[src/rtl/ysyx_23060236_mxbar_pkg.sv]
// Shared types and constants for the multi-master AXI crossbar.
// Holds FSM encodings, AXI response/burst codes and the local-window check.
package ysyx_23060236_mxbar_pkg;

  typedef enum logic [2:0] {RIdle, RAddr, RLocal, RData, RErr} rd_state_e;
  typedef enum logic [2:0] {WIdle, WAddr, WData, WResp, WErr} wr_state_e;

  localparam logic [1:0] RespOkay   = 2'b00;
  localparam logic [1:0] RespSlverr = 2'b10;
  localparam logic [1:0] BurstIncr  = 2'b01;

  // Unsigned wrap-around subtraction makes a single compare cover both bounds.
  function automatic logic in_window(input logic [31:0] addr, input logic [31:0] base,
                                     input logic [31:0] size);
    return (addr - base) < size;
  endfunction

endpackage

[src/rtl/ysyx_23060236_rr_arb.sv]
// N-way round-robin arbiter: searches from ptr_i+1 (mod N) for the first requester.
// Purely combinational; the caller owns the pointer register.
module ysyx_23060236_rr_arb #(
  parameter int unsigned N = 2,
  localparam int unsigned IdxW = $clog2(N)
) (
  input  logic [N-1:0]    req_i,
  input  logic [IdxW-1:0] ptr_i,
  output logic [N-1:0]    gnt_o,
  output logic [IdxW-1:0] idx_o,
  output logic            valid_o
);

  logic [IdxW-1:0] cand;

  always_comb begin
    gnt_o   = '0;
    idx_o   = '0;
    valid_o = 1'b0;
    cand    = '0;
    for (int k = 1; k <= int'(N); k++) begin
      cand = IdxW'((int'(ptr_i) + k) % int'(N));
      if (!valid_o && req_i[cand]) begin
        valid_o     = 1'b1;
        idx_o       = cand;
        gnt_o[cand] = 1'b1;
      end
    end
  end

endmodule

[src/rtl/ysyx_23060236_mxbar.sv]
// N-master round-robin AXI4 crossbar onto one downstream port, with independent
// read/write FSMs and single-beat reads of a local window routed to a local slave.
module ysyx_23060236_mxbar
  import ysyx_23060236_mxbar_pkg::*;
#(
  parameter int unsigned N          = 2,
  parameter logic [31:0] LOCAL_BASE = 32'h0200_0000,
  parameter logic [31:0] LOCAL_SIZE = 32'h0001_0000,
  parameter logic [3:0]  ID_BASE    = 4'h0
) (
  input  logic            clock,
  input  logic            reset,
  input  logic [N-1:0]    m_arvalid,
  output logic [N-1:0]    m_arready,
  input  logic [N*32-1:0] m_araddr,
  input  logic [N*8-1:0]  m_arlen,
  input  logic [N*3-1:0]  m_arsize,
  input  logic [N*2-1:0]  m_arburst,
  output logic [N-1:0]    m_rvalid,
  input  logic [N-1:0]    m_rready,
  output logic [31:0]     m_rdata,
  output logic [1:0]      m_rresp,
  output logic            m_rlast,
  input  logic [N-1:0]    m_awvalid,
  output logic [N-1:0]    m_awready,
  input  logic [N*32-1:0] m_awaddr,
  input  logic [N*8-1:0]  m_awlen,
  input  logic [N*3-1:0]  m_awsize,
  input  logic [N*2-1:0]  m_awburst,
  input  logic [N-1:0]    m_wvalid,
  output logic [N-1:0]    m_wready,
  input  logic [N*32-1:0] m_wdata,
  input  logic [N*4-1:0]  m_wstrb,
  output logic [N-1:0]    m_bvalid,
  input  logic [N-1:0]    m_bready,
  output logic [1:0]      m_bresp,
  input  logic            io_master_awready,
  output logic            io_master_awvalid,
  output logic [31:0]     io_master_awaddr,
  output logic [3:0]      io_master_awid,
  output logic [7:0]      io_master_awlen,
  output logic [2:0]      io_master_awsize,
  output logic [1:0]      io_master_awburst,
  input  logic            io_master_wready,
  output logic            io_master_wvalid,
  output logic [31:0]     io_master_wdata,
  output logic [3:0]      io_master_wstrb,
  output logic            io_master_wlast,
  output logic            io_master_bready,
  input  logic            io_master_bvalid,
  input  logic [1:0]      io_master_bresp,
  input  logic [3:0]      io_master_bid,
  input  logic            io_master_arready,
  output logic            io_master_arvalid,
  output logic [31:0]     io_master_araddr,
  output logic [3:0]      io_master_arid,
  output logic [7:0]      io_master_arlen,
  output logic [2:0]      io_master_arsize,
  output logic [1:0]      io_master_arburst,
  output logic            io_master_rready,
  input  logic            io_master_rvalid,
  input  logic [1:0]      io_master_rresp,
  input  logic [31:0]     io_master_rdata,
  input  logic            io_master_rlast,
  input  logic [3:0]      io_master_rid,
  output logic [31:0]     local_araddr,
  output logic            local_arvalid,
  input  logic            local_arready,
  input  logic [31:0]     local_rdata,
  input  logic [1:0]      local_rresp,
  input  logic            local_rvalid,
  output logic            local_rready
);

  localparam int unsigned IdxW = $clog2(N);

  // Routing uses the registered grant, so downstream IDs are never looked at.
  logic unused_ids;
  assign unused_ids = ^{io_master_rid, io_master_bid};

  logic [31:0] araddr_a [N];
  logic [7:0]  arlen_a  [N];
  logic [2:0]  arsize_a [N];
  logic [1:0]  arburst_a[N];
  logic [31:0] awaddr_a [N];
  logic [7:0]  awlen_a  [N];
  logic [2:0]  awsize_a [N];
  logic [1:0]  awburst_a[N];
  logic [31:0] wdata_a  [N];
  logic [3:0]  wstrb_a  [N];

  for (genvar i = 0; i < N; i++) begin : g_unpack
    assign araddr_a[i]  = m_araddr[32*i +: 32];
    assign arlen_a[i]   = m_arlen[8*i +: 8];
    assign arsize_a[i]  = m_arsize[3*i +: 3];
    assign arburst_a[i] = m_arburst[2*i +: 2];
    assign awaddr_a[i]  = m_awaddr[32*i +: 32];
    assign awlen_a[i]   = m_awlen[8*i +: 8];
    assign awsize_a[i]  = m_awsize[3*i +: 3];
    assign awburst_a[i] = m_awburst[2*i +: 2];
    assign wdata_a[i]   = m_wdata[32*i +: 32];
    assign wstrb_a[i]   = m_wstrb[4*i +: 4];
  end

  rd_state_e       rd_state_q, rd_state_d;
  logic [IdxW-1:0] rptr_q, rptr_d, rg_q, rg_d;
  logic [31:0]     raddr_q, raddr_d;
  logic [7:0]      rlen_q, rlen_d;
  logic [2:0]      rsize_q, rsize_d;
  logic [1:0]      rburst_q, rburst_d;
  logic            lar_done_q, lar_done_d;

  wr_state_e       wr_state_q, wr_state_d;
  logic [IdxW-1:0] wptr_q, wptr_d, wg_q, wg_d;
  logic [31:0]     waddr_q, waddr_d;
  logic [7:0]      wlen_q, wlen_d, wcnt_q, wcnt_d;
  logic [2:0]      wsize_q, wsize_d;
  logic [1:0]      wburst_q, wburst_d;
  logic            werr_b_q, werr_b_d;

  logic [N-1:0]    ar_gnt, aw_gnt;
  logic [IdxW-1:0] ar_idx, aw_idx;
  logic            ar_valid, aw_valid;

  ysyx_23060236_rr_arb #(.N(N)) u_ar_arb (
    .req_i  (m_arvalid),
    .ptr_i  (rptr_q),
    .gnt_o  (ar_gnt),
    .idx_o  (ar_idx),
    .valid_o(ar_valid)
  );

  ysyx_23060236_rr_arb #(.N(N)) u_aw_arb (
    .req_i  (m_awvalid),
    .ptr_i  (wptr_q),
    .gnt_o  (aw_gnt),
    .idx_o  (aw_idx),
    .valid_o(aw_valid)
  );

  always_comb begin
    rd_state_d        = rd_state_q;
    rptr_d            = rptr_q;
    rg_d              = rg_q;
    raddr_d           = raddr_q;
    rlen_d            = rlen_q;
    rsize_d           = rsize_q;
    rburst_d          = rburst_q;
    lar_done_d        = lar_done_q;
    m_arready         = '0;
    m_rvalid          = '0;
    m_rdata           = '0;
    m_rresp           = RespOkay;
    m_rlast           = 1'b0;
    io_master_arvalid = 1'b0;
    io_master_araddr  = raddr_q;
    io_master_arid    = ID_BASE + 4'(rg_q);
    io_master_arlen   = rlen_q;
    io_master_arsize  = rsize_q;
    io_master_arburst = rburst_q;
    io_master_rready  = 1'b0;
    local_arvalid     = 1'b0;
    local_araddr      = raddr_q;
    local_rready      = 1'b0;
    case (rd_state_q)
      RIdle: begin
        // Gated by reset so no grant is offered while the block is held in reset.
        if (ar_valid && !reset) begin
          m_arready  = ar_gnt;
          rg_d       = ar_idx;
          raddr_d    = araddr_a[ar_idx];
          rlen_d     = arlen_a[ar_idx];
          rsize_d    = arsize_a[ar_idx];
          rburst_d   = arburst_a[ar_idx];
          lar_done_d = 1'b0;
          if (in_window(araddr_a[ar_idx], LOCAL_BASE, LOCAL_SIZE)) begin
            rd_state_d = (arlen_a[ar_idx] != 8'd0) ? RErr : RLocal;
          end else begin
            rd_state_d = RAddr;
          end
        end
      end
      RAddr: begin
        io_master_arvalid = 1'b1;
        if (io_master_arready) rd_state_d = RData;
      end
      RData: begin
        m_rvalid[rg_q]   = io_master_rvalid;
        m_rdata          = io_master_rdata;
        m_rresp          = io_master_rresp;
        m_rlast          = io_master_rlast;
        io_master_rready = m_rready[rg_q];
        if (io_master_rvalid && m_rready[rg_q] && io_master_rlast) begin
          rptr_d     = rg_q;
          rd_state_d = RIdle;
        end
      end
      RLocal: begin
        if (!lar_done_q) begin
          local_arvalid = 1'b1;
          if (local_arready) lar_done_d = 1'b1;
        end else begin
          m_rvalid[rg_q] = local_rvalid;
          m_rdata        = local_rdata;
          m_rresp        = local_rresp;
          m_rlast        = 1'b1;
          local_rready   = m_rready[rg_q];
          if (local_rvalid && m_rready[rg_q]) begin
            rptr_d     = rg_q;
            rd_state_d = RIdle;
          end
        end
      end
      RErr: begin
        m_rvalid[rg_q] = 1'b1;
        m_rresp        = RespSlverr;
        m_rlast        = 1'b1;
        if (m_rready[rg_q]) rd_state_d = RIdle;
      end
      default: rd_state_d = RIdle;
    endcase
  end

  always_comb begin
    wr_state_d        = wr_state_q;
    wptr_d            = wptr_q;
    wg_d              = wg_q;
    waddr_d           = waddr_q;
    wlen_d            = wlen_q;
    wsize_d           = wsize_q;
    wburst_d          = wburst_q;
    wcnt_d            = wcnt_q;
    werr_b_d          = werr_b_q;
    m_awready         = '0;
    m_wready          = '0;
    m_bvalid          = '0;
    m_bresp           = RespOkay;
    io_master_awvalid = 1'b0;
    io_master_awaddr  = waddr_q;
    io_master_awid    = ID_BASE + 4'(wg_q);
    io_master_awlen   = wlen_q;
    io_master_awsize  = wsize_q;
    io_master_awburst = wburst_q;
    io_master_wvalid  = 1'b0;
    io_master_wdata   = '0;
    io_master_wstrb   = '0;
    io_master_wlast   = 1'b0;
    io_master_bready  = 1'b0;
    case (wr_state_q)
      WIdle: begin
        if (aw_valid && !reset) begin
          m_awready  = aw_gnt;
          wg_d       = aw_idx;
          waddr_d    = awaddr_a[aw_idx];
          wlen_d     = awlen_a[aw_idx];
          wsize_d    = awsize_a[aw_idx];
          wburst_d   = awburst_a[aw_idx];
          wcnt_d     = 8'd0;
          werr_b_d   = 1'b0;
          wr_state_d = in_window(awaddr_a[aw_idx], LOCAL_BASE, LOCAL_SIZE) ? WErr : WAddr;
        end
      end
      WAddr: begin
        io_master_awvalid = 1'b1;
        if (io_master_awready) wr_state_d = WData;
      end
      WData: begin
        // wlast comes from our own beat count; the upstream master's framing is not trusted.
        io_master_wvalid = m_wvalid[wg_q];
        io_master_wdata  = wdata_a[wg_q];
        io_master_wstrb  = wstrb_a[wg_q];
        io_master_wlast  = (wcnt_q == wlen_q);
        m_wready[wg_q]   = io_master_wready;
        if (m_wvalid[wg_q] && io_master_wready) begin
          if (wcnt_q == wlen_q) wr_state_d = WResp;
          else wcnt_d = wcnt_q + 8'd1;
        end
      end
      WResp: begin
        m_bvalid[wg_q]   = io_master_bvalid;
        m_bresp          = io_master_bresp;
        io_master_bready = m_bready[wg_q];
        if (io_master_bvalid && m_bready[wg_q]) begin
          wptr_d     = wg_q;
          wr_state_d = WIdle;
        end
      end
      WErr: begin
        // Drain the whole burst locally before answering with SLVERR.
        if (!werr_b_q) begin
          m_wready[wg_q] = 1'b1;
          if (m_wvalid[wg_q]) begin
            if (wcnt_q == wlen_q) werr_b_d = 1'b1;
            else wcnt_d = wcnt_q + 8'd1;
          end
        end else begin
          m_bvalid[wg_q] = 1'b1;
          m_bresp        = RespSlverr;
          if (m_bready[wg_q]) wr_state_d = WIdle;
        end
      end
      default: wr_state_d = WIdle;
    endcase
  end

  always_ff @(posedge clock) begin
    if (reset) begin
      rd_state_q <= RIdle;
      rptr_q     <= IdxW'(N - 1);
      rg_q       <= '0;
      raddr_q    <= '0;
      rlen_q     <= '0;
      rsize_q    <= '0;
      rburst_q   <= BurstIncr;
      lar_done_q <= 1'b0;
      wr_state_q <= WIdle;
      wptr_q     <= IdxW'(N - 1);
      wg_q       <= '0;
      waddr_q    <= '0;
      wlen_q     <= '0;
      wsize_q    <= '0;
      wburst_q   <= BurstIncr;
      wcnt_q     <= '0;
      werr_b_q   <= 1'b0;
    end else begin
      rd_state_q <= rd_state_d;
      rptr_q     <= rptr_d;
      rg_q       <= rg_d;
      raddr_q    <= raddr_d;
      rlen_q     <= rlen_d;
      rsize_q    <= rsize_d;
      rburst_q   <= rburst_d;
      lar_done_q <= lar_done_d;
      wr_state_q <= wr_state_d;
      wptr_q     <= wptr_d;
      wg_q       <= wg_d;
      waddr_q    <= waddr_d;
      wlen_q     <= wlen_d;
      wsize_q    <= wsize_d;
      wburst_q   <= wburst_d;
      wcnt_q     <= wcnt_d;
      werr_b_q   <= werr_b_d;
    end
  end

endmodule

[config.mk]
export PLATFORM = sky130hd
export DESIGN_NAME = ysyx_23060236_mxbar
export DESIGN_NICKNAME = d
export VERILOG_FILES = /design/src/rtl/ysyx_23060236_mxbar_pkg.sv /design/src/rtl/ysyx_23060236_rr_arb.sv /design/src/rtl/ysyx_23060236_mxbar.sv
export SDC_FILE = /design/constraint.sdc
export NUM_CORES = 1
export LEC_CHECK = 0
export ABC_CLOCK_PERIOD_IN_PS = 2300
export CORE_AREA = 2 2 223 225
export CTS_CLUSTER_DIAMETER = 40
export DETAILED_ROUTE_END_ITERATION = 12
export DIE_AREA = 0 0 225 227
export SETUP_SLACK_MARGIN = 0.5
export SYNTH_ARGS = -nofsm -noshare
export SYNTH_HDL_FRONTEND = slang
export SYNTH_HIERARCHICAL = 1
export SYNTH_SLANG_ARGS = --single-unit
[constraint.sdc]
create_clock -name clock -period 2.3 [get_ports clock]
set_input_delay 0.345 -clock clock [delete_from_list [all_inputs] [get_ports clock]]
set_output_delay 0.345 -clock clock [all_outputs]
set_load 0.02 [all_outputs]
==> reports/qor.csv, run 1 <==
metric;value;unit
run status;finished, final reports clean;
Layout area overhead;138;%
Die W;225;um
Final Hold Fails;0;
DRT antenna net count;0;
Post-synth EDFFs;0;
CP Class;reg2out;
worst skew pair latency;390;ps
FMAX;483;MHz
commonest cells after routing, fill and taps aside;428 x clkdlybuf4s50_1, 112 x mux2i_1, 109 x buf_4;
Post-synth ARST share;0;
H-tree depth;3;
CORE AREA;48500;um2
row cnt;81;
path depth of the worst reg2reg path;7;
Iter 0 DRT Violations;338;
layout cells sized above 1;0.319;
startpoint types;flip-flop;
worst min-delay path category;reg2reg;
GPL Wtd Cong;0.837;
worst path required time;1960;ps
Final #Nets;1821;
post-route insts no fill;2100;
Clock Power Share;0.145;
final wirelength;41.2;mm
critical path's most frequent cell;buf_12;
synthesized flop and latch total;110;
Routed WL per cell;19.6;um
setup violators final;0;
Int Pwr;6.65;mW
maximum number of pins on one net before global-route repair;43;
clock sinks;110;
most common cell after layout, fill and taps aside;clkdlybuf4s50_1;
Slowest Stage Delay on Critical Path;340;ps
dpl cells;1962;
clk root buf;clkbuf_16;
combinational share of power;0.610;
Max VDD drop;333;uV
crit-path max FO;7;
Flop pwr share;0.245;
vias in the first global route;9034;
critical path's slowest cell;dfxtp_2;
Seq/Total Area, Yosys;0.316;
DIE AREA;51100;um2
detailed placement HPWL;30.3;mm
Final Worst Setup Slack;230;ps
Slew HR;0.640;
Setup crit end;m_rdata[4];
via count;9044;
Setup Slack @ Placement;-284;ps
Vert. Die Dim;227;um
number of stages on the worst setup path;8;
RR Startpoint;io_master_awlen[6];
CTS tree;yes;
max_cap viols;0;
initial antenna violation count;4;
CP cell instances;inv_2 -> nand2_4 -> nor2_4 -> and2_4 -> buf_12 -> buf_16 -> a22o_4 -> buf_12;
Leak Pwr;6.78;nW
Max Clock Skew;14.6;ps
I/O pins;571;
Post-Syn Area;6980;um2
R2R Path End;wr_state_q[0];
CP arrival;1730;ps
Final period util;0.900;
sw power;4.32;mW
Clock transition at path regs;70;ps
Synth Warn #;6;
clock buffers created by TritonCTS;9;
DR vias/cell;4.31;
RSZ-0062 raised after global routing;true;
total gr overflow;0;
Initial Utilization;0.144;
CP endpoint kind;output pin;
GRT Util Overall;0.144;
synthesized instance count;819;
Synth cell types;60;
Final Critical Period;2070;ps
PortBufs;556;
switching share of power;0.394;
Crit path buffers/inverters;4;
syn_area_per_cell;8.52;um2
DR pass1 iterations;5;
CTS Buffer Depth;2;
Final Max Tran Viols;0;
first-pass GRT wire length;54.4;mm
Main synth FF type;dfxtp_1;
worst-margin pin slew;535;ps
CP delay by family, top;buffers and inverters;
Critical Path Start;rd_state_q[2];
power per cell area;662;nW/um2
r2r setup slk;290;ps
drc violations;0;
-- cell type report --
type                       instances  area, um2
antenna                            5       12.5
clock buffer                      10        229
clock inverter                     6       45.0
fill                            4929      32000
inverter                           6       25.0
multi-input combinational        601       5260
sequential                       110       2250
tap                              622        778
timing repair buffer             740       7980
-- state kept, by name, summed over array words and instances (netlist names), 2 cells and up --
name,flops
io_master_awlen,8
io_master_awburst,2
io_master_awaddr,32
wcnt_q,8
io_master_arsize,3
io_master_arburst,2
io_master_awsize,3
rd_state_q,3
io_master_arlen,8
wr_state_q,3
io_master_araddr,32
-- cells in the mapped netlist, drive strengths merged (8+ instances only) --
| library cell | number | area share |
|---|---|---|
| nor4 | 17 | 0.018 |
| buf | 72 | 0.065 |
| nor2 | 102 | 0.055 |
| o21ai | 49 | 0.035 |
| nand2 | 27 | 0.015 |
| and3 | 9 | 0.0090 |
| dfxtp | 110 | 0.32 |
| nand3 | 9 | 0.0065 |
| a211oi | 52 | 0.057 |
| xor2 | 8 | 0.010 |
| a21boi | 10 | 0.011 |
| mux2i | 127 | 0.18 |
| nand3b | 44 | 0.047 |
| a22o | 35 | 0.044 |
| and2 | 9 | 0.0081 |
| a21oi | 11 | 0.0079 |
| nor3 | 17 | 0.012 |
| nor2b | 9 | 0.0081 |
| clkbuf | 36 | 0.019 |
-- kinds of logic after synthesis --
group / synth area share
AO/OA/AOI/OAI: 0.182
XOR/XNOR: 0.0126
adder cells (fa/ha/maj): 0.00538
buffers and inverters: 0.0881
flip-flops: 0.316
multiplexers: 0.189
other: 0.000538
AND/OR/NAND/NOR: 0.207
-- worst reg2reg max path: stages (launching register included) --
cell and delay (ps):
dfxtp_4 370, xor2_4 180, nor4_4 330, buf_4 170, buf_6 120, a31oi_4 90, or4b_4 530, o32ai_2 130
-- metal layers --
layer | vias to the layer above | share of wire | GRT usage | routed length [um]
met2 | 427 | 0.55 | 0.281 | 22800
met4 | 0 | 0.043 | 0.0775 | 1760
met5 | - | 0 | 0 | 0
met3 | 63 | 0.073 | 0.0379 | 3030
li1 | 4267 | - | - | -
met1 | 4287 | 0.33 | 0.136 | 13600
-- repair_timing --
item	CTS	global route
buffers inserted	56	41
pin swaps	46	71
gates resized for setup	523	213
gates cloned	12	8
hold buffers	0	0
setup endpoints to repair	177	182
-- through the flow --
stage          setup TNS (ps)  power [mW]  hold slack [ps]  area [um2]  utilization
6_report                    0        11.0              474       16600        0.341
5_1_grt                     0        11.6              473       16600        0.341
4_1_cts                     0        10.3              456       15300        0.315
3_5_place_dp            -8130        7.94              467       13800        0.284
3_3_place_gp            -5320        7.89              463       13800        0.284
2_1_floorplan               0        5.24              462        7340            -
-- power groups by stage --
| stage | Clock (mW) | Combinational [mW] | Sequential (mW) |
|---|---|---|---|
| finish | 1.59 | 6.70 | 2.69 |
| global route | 1.75 | 7.05 | 2.75 |
| CTS | 1.69 | 5.95 | 2.70 |
| detailed placement | 0 | 5.23 | 2.71 |
| global placement | 0 | 5.19 | 2.69 |
| floorplan | 0 | 2.15 | 3.09 |
-- how the worst min path moves through the flow --
stage                               startpoint                   end  slack (ps)  depth (start not counted)
after floorplan                      wcnt_q[7]             wcnt_q[7]         460                          2
after global placement    io_master_awaddr[31]  io_master_awaddr[31]         460                          2
after detailed placement  io_master_awaddr[31]  io_master_awaddr[31]         470                          2
after CTS                                reset   io_master_araddr[3]         460                          3
after global routing                     reset  io_master_arburst[1]         470                          3
final                     io_master_awaddr[31]  io_master_awaddr[31]         470                          2
Power figures use the tool's default switching activity.
==> run 2, diff against run 1 <==
--- a/config.mk
+++ b/config.mk
@@ -15,3 +15,4 @@
 export SYNTH_HDL_FRONTEND = slang
 export SYNTH_HIERARCHICAL = 1
 export SYNTH_SLANG_ARGS = --single-unit
+export TNS_END_PERCENT = 5
==> reports/qor.csv, run 2 (synthesis results as in run 1) <==
metric;value;unit;change
PortBufs;556;;unchanged
initial antenna violation count;2;;was 4
Die W;225;um;unchanged
Max VDD drop;367;uV;was 333 uV
GRT Util Overall;0.133;;was 0.144
Hold Crit Start;wcnt_q[6];;was io_master_awaddr[31]
Hold Crit Depth;2;;unchanged
DRT antenna net count;0;;unchanged
R2R Path End;wcnt_q[7];;was wr_state_q[0]
DIE AREA;51100;um2;unchanged
DR pass1 iterations;4;;was 5
clock buffers created by TritonCTS;9;;unchanged
CP arrival;1780;ps;was 1730 ps
worst skew pair latency;390;ps;about the same
vias in the first global route;8615;;was 9034
path depth of the worst reg2reg path;8;;was 7
CP Class;reg2out;;unchanged
worst min-delay path category;reg2reg;;unchanged
final core occ;0.292;;was 0.341
Final Hold Fails;0;;unchanged
Worst Hold End;wcnt_q[6];;was io_master_awaddr[31]
power per cell area;668;nW/um2;was 662 nW/um2
clock sinks;110;;unchanged
layout cells sized above 1;0.178;;was 0.319
I/O pins;571;;unchanged
Final Max Tran Viols;0;;unchanged
RSZ-0062 raised after global routing;true;;unchanged
Clock transition at path regs;80;ps;was 70 ps
RR Startpoint;io_master_awlen[3];;was io_master_awlen[6]
max_cap viols;0;;unchanged
post-route insts no fill;1990;;was 2100
run status;finished, final reports clean;;unchanged
Clock Power Share;0.171;;was 0.145
Final period util;0.924;;was 0.900
CTS tree;yes;;unchanged
Initial Utilization;0.144;;unchanged
CTS Buffer Depth;2;;unchanged
worst-margin pin slew;543;ps;was 535 ps
startpoint types;flip-flop;;unchanged
combinational share of power;0.543;;was 0.610
Final Critical Period;2120;ps;was 2070 ps
hold_ws;491;ps;was 474 ps
crit-path max FO;10;;was 7
drc violations;0;;unchanged
via count;8388;;was 9044
Routed WL per cell;18.1;um;was 19.6 um
commonest cells after routing, fill and taps aside;460 x clkdlybuf4s50_1, 121 x mux2i_1, 97 x dfxtp_1;;was 428 x clkdlybuf4s50_1, 112 x mux2i_1, 109 x buf_4
CORE AREA;48500;um2;unchanged
Slew HR;0.638;;was 0.640
maximum number of pins on one net before global-route repair;51;;was 43
# hold bufs at CTS;0;;unchanged
CP endpoint kind;output pin;;unchanged
GPL Wtd Cong;0.820;;was 0.837
first-pass GRT wire length;50.4;mm;was 54.4 mm
most common cell after layout, fill and taps aside;clkdlybuf4s50_1;;unchanged
clk root buf;clkbuf_16;;unchanged
DR vias/cell;4.22;;was 4.31
Flop pwr share;0.286;;was 0.245
total gr overflow;0;;unchanged
setup violators final;0;;unchanged
Int Pwr;5.68;mW;was 6.65 mW
Iter 0 DRT Violations;260;;was 338
FMAX;471;MHz;was 483 MHz
switching share of power;0.401;;was 0.394
Layout area overhead;103;%;was 138%
Leak Pwr;5.51;nW;was 6.78 nW
dpl cells;1959;;was 1962
r2r setup slk;310;ps;was 290 ps
Antenna Cells;0;;was 5
final wirelength;36.1;mm;was 41.2 mm
Vert. Die Dim;227;um;unchanged
Max Clock Skew;8.14;ps;was 14.6 ps
sw power;3.80;mW;was 4.32 mW
worst path required time;1960;ps;about the same
detailed placement HPWL;29.4;mm;was 30.3 mm
Final #Nets;1717;;was 1821
H-tree depth;3;;unchanged
row cnt;81;;unchanged
run 2: cell types whose count changed in the layout (fill, tap and decap cells not counted), moves of 12 or more:
cell,before,now
buf_6,102,17
buf_4,109,67
clkdlybuf4s50_1,428,460
dlygate4sd2_1,4,32
dlymetal6s2s_1,30,4
buf_12,33,15
buf_2,7,24
nor2_1,82,95
a211oi_1,39,51
run 2: critical path: stages (launching register included):
cell and delay (ps):
dfxtp_2 450, nand2b_1 210, nor2_4 60, a22oi_1 280, nor2_1 60, dlygate4sd2_1 320
run 2: what timing repair did:
action                                  4_1_cts  5_1_grt
resized for setup                           187      113
pin swaps                                     5       11
buffers inserted                              8        4
endpoints found under the setup margin      194      218
gates cloned                                  1        3
run 2: cell type report:
cell class	instances	area [um2]
clock buffer	9	225
sequential	110	2230
multi-input combinational	601	4650
tap	622	778
fill	5169	34400
clock inverter	6	53.8
inverter	6	25.0
timing repair buffer	636	6220
run 2: per-stage QoR:
step	total power [mW]	instance area, um2	setup TNS [ps]	setup slack, ps
3_3_place_gp	7.80	13700	-3890	-264
4_1_cts	9.59	14100	0	69.6
5_1_grt	10.1	14200	0	104
6_report	9.48	14200	0	176
2_1_floorplan	5.22	7310	0	445
3_5_place_dp	7.85	13700	-5460	-292
run 2: power by group through the flow:
stage	logic, mW	clock network, mW	registers (mW)
after CTS	5.14	1.75	2.70
after floorplan	2.13	0	3.08
after global placement	5.09	0	2.71
after detailed placement	5.12	0	2.72
final	5.15	1.62	2.71
after global routing	5.50	1.80	2.77
run 2: routing by layer:
metal | global-route usage | up-vias | share of wire
met5 | 0 | - | 0.00036
met1 | 0.128 | 3868 | 0.34
li1 | - | 4055 | -
met2 | 0.259 | 421 | 0.54
met4 | 0.0699 | 2 | 0.037
met3 | 0.0356 | 42 | 0.083
run 2: worst max-delay path by stage:
stage                  start                 to  slack (ps)  cells after the start
2_1_floorplan  wr_state_q[1]        m_wready[0]         440                      4
3_3_place_gp    m_arvalid[0]       m_arready[0]        -260                      6
3_5_place_dp    m_awvalid[0]      wr_state_q[0]        -290                      9
4_1_cts        wr_state_q[0]  io_master_awvalid          70                      3
5_1_grt        wr_state_q[2]        m_bvalid[1]         100                      5
6_report       wr_state_q[2]        m_bvalid[1]         180                      5
==> run 3, diff against run 2 <==
--- a/config.mk
+++ b/config.mk
@@ -6,10 +6,13 @@
 export NUM_CORES = 1
 export LEC_CHECK = 0
 export ABC_CLOCK_PERIOD_IN_PS = 2300
-export CORE_AREA = 2 2 223 225
+export CELL_PAD_IN_SITES_DETAIL_PLACEMENT = 0
+export CELL_PAD_IN_SITES_GLOBAL_PLACEMENT = 2
+export CORE_AREA = 2 2 225 227
 export CTS_CLUSTER_DIAMETER = 40
 export DETAILED_ROUTE_END_ITERATION = 12
-export DIE_AREA = 0 0 225 227
+export DIE_AREA = 0 0 227 229
+export PLACE_DENSITY_LB_ADDON = 0.1
 export SETUP_SLACK_MARGIN = 0.5
 export SYNTH_ARGS = -nofsm -noshare
 export SYNTH_HDL_FRONTEND = slang
==> reports/qor.csv, run 3 (synthesis results as in run 1) <==
metric;value;unit;change
Vert. Die Dim;229;um;was 227 um
Clock Power Share;0.177;;was 0.171
CP Class;reg2out;;unchanged
final core occ;0.298;;was 0.292
sw power;3.95;mW;was 3.80 mW
Leak Pwr;5.71;nW;was 5.51 nW
commonest cells after routing, fill and taps aside;460 x clkdlybuf4s50_1, 120 x mux2i_1, 94 x dfxtp_1;;was 460 x clkdlybuf4s50_1, 121 x mux2i_1, 97 x dfxtp_1
Finished Cell Area;14800;um2;was 14200 um2
Max Clock Skew;12.1;ps;was 8.14 ps
detailed placement HPWL;32.4;mm;was 29.4 mm
DIE AREA;52000;um2;was 51100 um2
Slew HR;0.568;;was 0.638
Area after DPL;13800;um2;was 13700 um2
worst min-delay path category;in2reg;;was reg2reg
Worst Hold End;io_master_arburst[1];;was wcnt_q[6]
startpoint types;flip-flop;;unchanged
CTS tree;yes;;unchanged
drc violations;0;;unchanged
layout cells sized above 1;0.203;;was 0.178
DRT antenna net count;0;;unchanged
CORE AREA;49700;um2;was 48500 um2
Final #Nets;1741;;was 1717
maximum number of pins on one net before global-route repair;52;;was 51
run status;finished, final reports clean;;unchanged
R2R Path End;rd_state_q[1];;was wcnt_q[7]
dpl cells;2015;;was 1959
critical path's most frequent cell;buf_6;;
combinational share of power;0.553;;was 0.543
most common cell after layout, fill and taps aside;clkdlybuf4s50_1;;unchanged
Die W;227;um;was 225 um
clk root buf;clkbuf_16;;unchanged
Initial Utilization;0.140;;was 0.144
H-tree depth;3;;unchanged
power per cell area;677;nW/um2;was 668 nW/um2
switching share of power;0.394;;was 0.401
critical path's slowest cell;dfxtp_2;;unchanged
FMAX;473;MHz;was 471 MHz
Iter 0 DRT Violations;245;;was 260
worst-margin pin slew;649;ps;was 543 ps
I/O pins;571;;unchanged
Routed WL per cell;19.9;um;was 18.1 um
Int Pwr;6.07;mW;was 5.68 mW
Hold Crit Start;reset;;was wcnt_q[6]
first-pass GRT wire length;57.4;mm;was 50.4 mm
RR Startpoint;rptr_q;;was io_master_awlen[3]
CP endpoint kind;output pin;;unchanged
total gr overflow;0;;unchanged
Total Power;10.0;mW;was 9.48 mW
CTS Buffer Depth;2;;unchanged
PortBufs;556;;unchanged
final wirelength;41.1;mm;was 36.1 mm
Layout area overhead;112;%;was 103%
Clock transition at path regs;90;ps;was 80 ps
clock buffers created by TritonCTS;9;;unchanged
crit-path max FO;7;;was 10
DR vias/cell;4.03;;was 4.22
CP cell instances;buf_6 -> nor2b_4 -> and2_4 -> buf_6 -> buf_16 -> a22o_4 -> buf_6;;was nand2b_1 -> nor2_4 -> a22oi_1 -> nor2_1 -> dlygate4sd2_1
initial antenna violation count;3;;was 2
max_cap viols;0;;unchanged
setup violators final;0;;unchanged
Hold Crit Depth;3;;was 2
path depth of the worst reg2reg path;7;;was 8
worst skew pair latency;390;ps;about the same
post-route insts no fill;2066;;was 1990
Flop pwr share;0.270;;was 0.286
clock sinks;110;;unchanged
row cnt;82;;was 81
via count;8321;;was 8388
Final period util;0.919;;was 0.924
Slowest Stage Delay on Critical Path;370;ps;was 450 ps
setup tns final;0;ps;unchanged
Final Hold Fails;0;;unchanged
GRT Util Overall;0.152;;was 0.133
DR pass1 iterations;4;;unchanged
vias in the first global route;8678;;was 8615
GPL Wtd Cong;0.737;;was 0.820
r2r setup slk;320;ps;was 310 ps
RSZ-0062 raised after global routing;true;;unchanged
Final Max Tran Viols;0;;unchanged
Max VDD drop;299;uV;was 367 uV
worst path required time;1960;ps;about the same
Final Critical Period;2110;ps;was 2120 ps
CP arrival;1770;ps;was 1780 ps
[run 3: changes by cell type in the layout (fill, tap and decap cells not counted), sizes merged]
cell / before / now
dlygate4sd2: 32 / 36
buf: 125 / 154
clkinv: 2 / 1
bufinv: 0 / 1
inv: 9 / 8
clkdlybuf4s15: 3 / 7
diode: 0 / 1
clkbuf: 21 / 15
a21boi: 11 / 10
dlymetal6s2s: 4 / 0
[run 3: cell type report]
class                      instances  area, um2
timing repair buffer             661       6670
sequential                       110       2240
clock inverter                     5       66.3
fill                            5315      34800
tap                              672        841
multi-input combinational        600       4730
inverter                           6       22.5
antenna                            1       2.50
clock buffer                      11        243
[run 3: repair_timing]
| item | 4_1_cts | 5_1_grt |
|---|---|---|
| hold buffers | 0 | 0 |
| endpoints found under the setup margin | 201 | 215 |
| setup buffers | 19 | 7 |
| gates cloned | 6 | 2 |
| pin swaps | 11 | 17 |
| endpoints found under the hold margin | 0 | 0 |
| gates resized for setup | 328 | 101 |
[run 3: worst max path at each step]
stage                        from            to
finish              rd_state_q[2]   m_rdata[29]
global route        rd_state_q[2]   m_rdata[19]
global placement     m_arvalid[1]  m_arready[1]
floorplan           wr_state_q[1]   m_wready[0]
CTS                 rd_state_q[2]    m_rdata[6]
detailed placement   m_arvalid[0]  m_arready[1]
[run 3: critical path: cells and delay by family (launching register included)]
family	cells	cell delay, ps
buffers and inverters	4	520
flip-flops	1	370
AO/OA/AOI/OAI	1	250
AND/OR/NAND/NOR	2	220
[run 3: through the flow]
stage                     setup WS, ps  hold WS, ps
after floorplan                    445          462
after global placement            -286          464
after detailed placement          -315          465
after CTS                          138          357
after global routing               120          391
final                              187          392
[run 3: power by group through the flow]
stage	Combinational (mW)	Clock (mW)	Sequential (mW)
after floorplan	2.13	0	3.08
after global placement	5.24	0	2.73
after detailed placement	5.22	0	2.74
after CTS	5.42	1.89	2.71
after global routing	5.94	1.95	2.78
final	5.54	1.77	2.71
[run 3: metal layers]
metal / vias to the layer above / global-route usage / share of wire
met5: - / 0 / 0.00066
met4: 4 / 0.0378 / 0.016
met3: 29 / 0.0468 / 0.085
met2: 350 / 0.297 / 0.54
met1: 3836 / 0.153 / 0.36
li1: 4102 / - / -
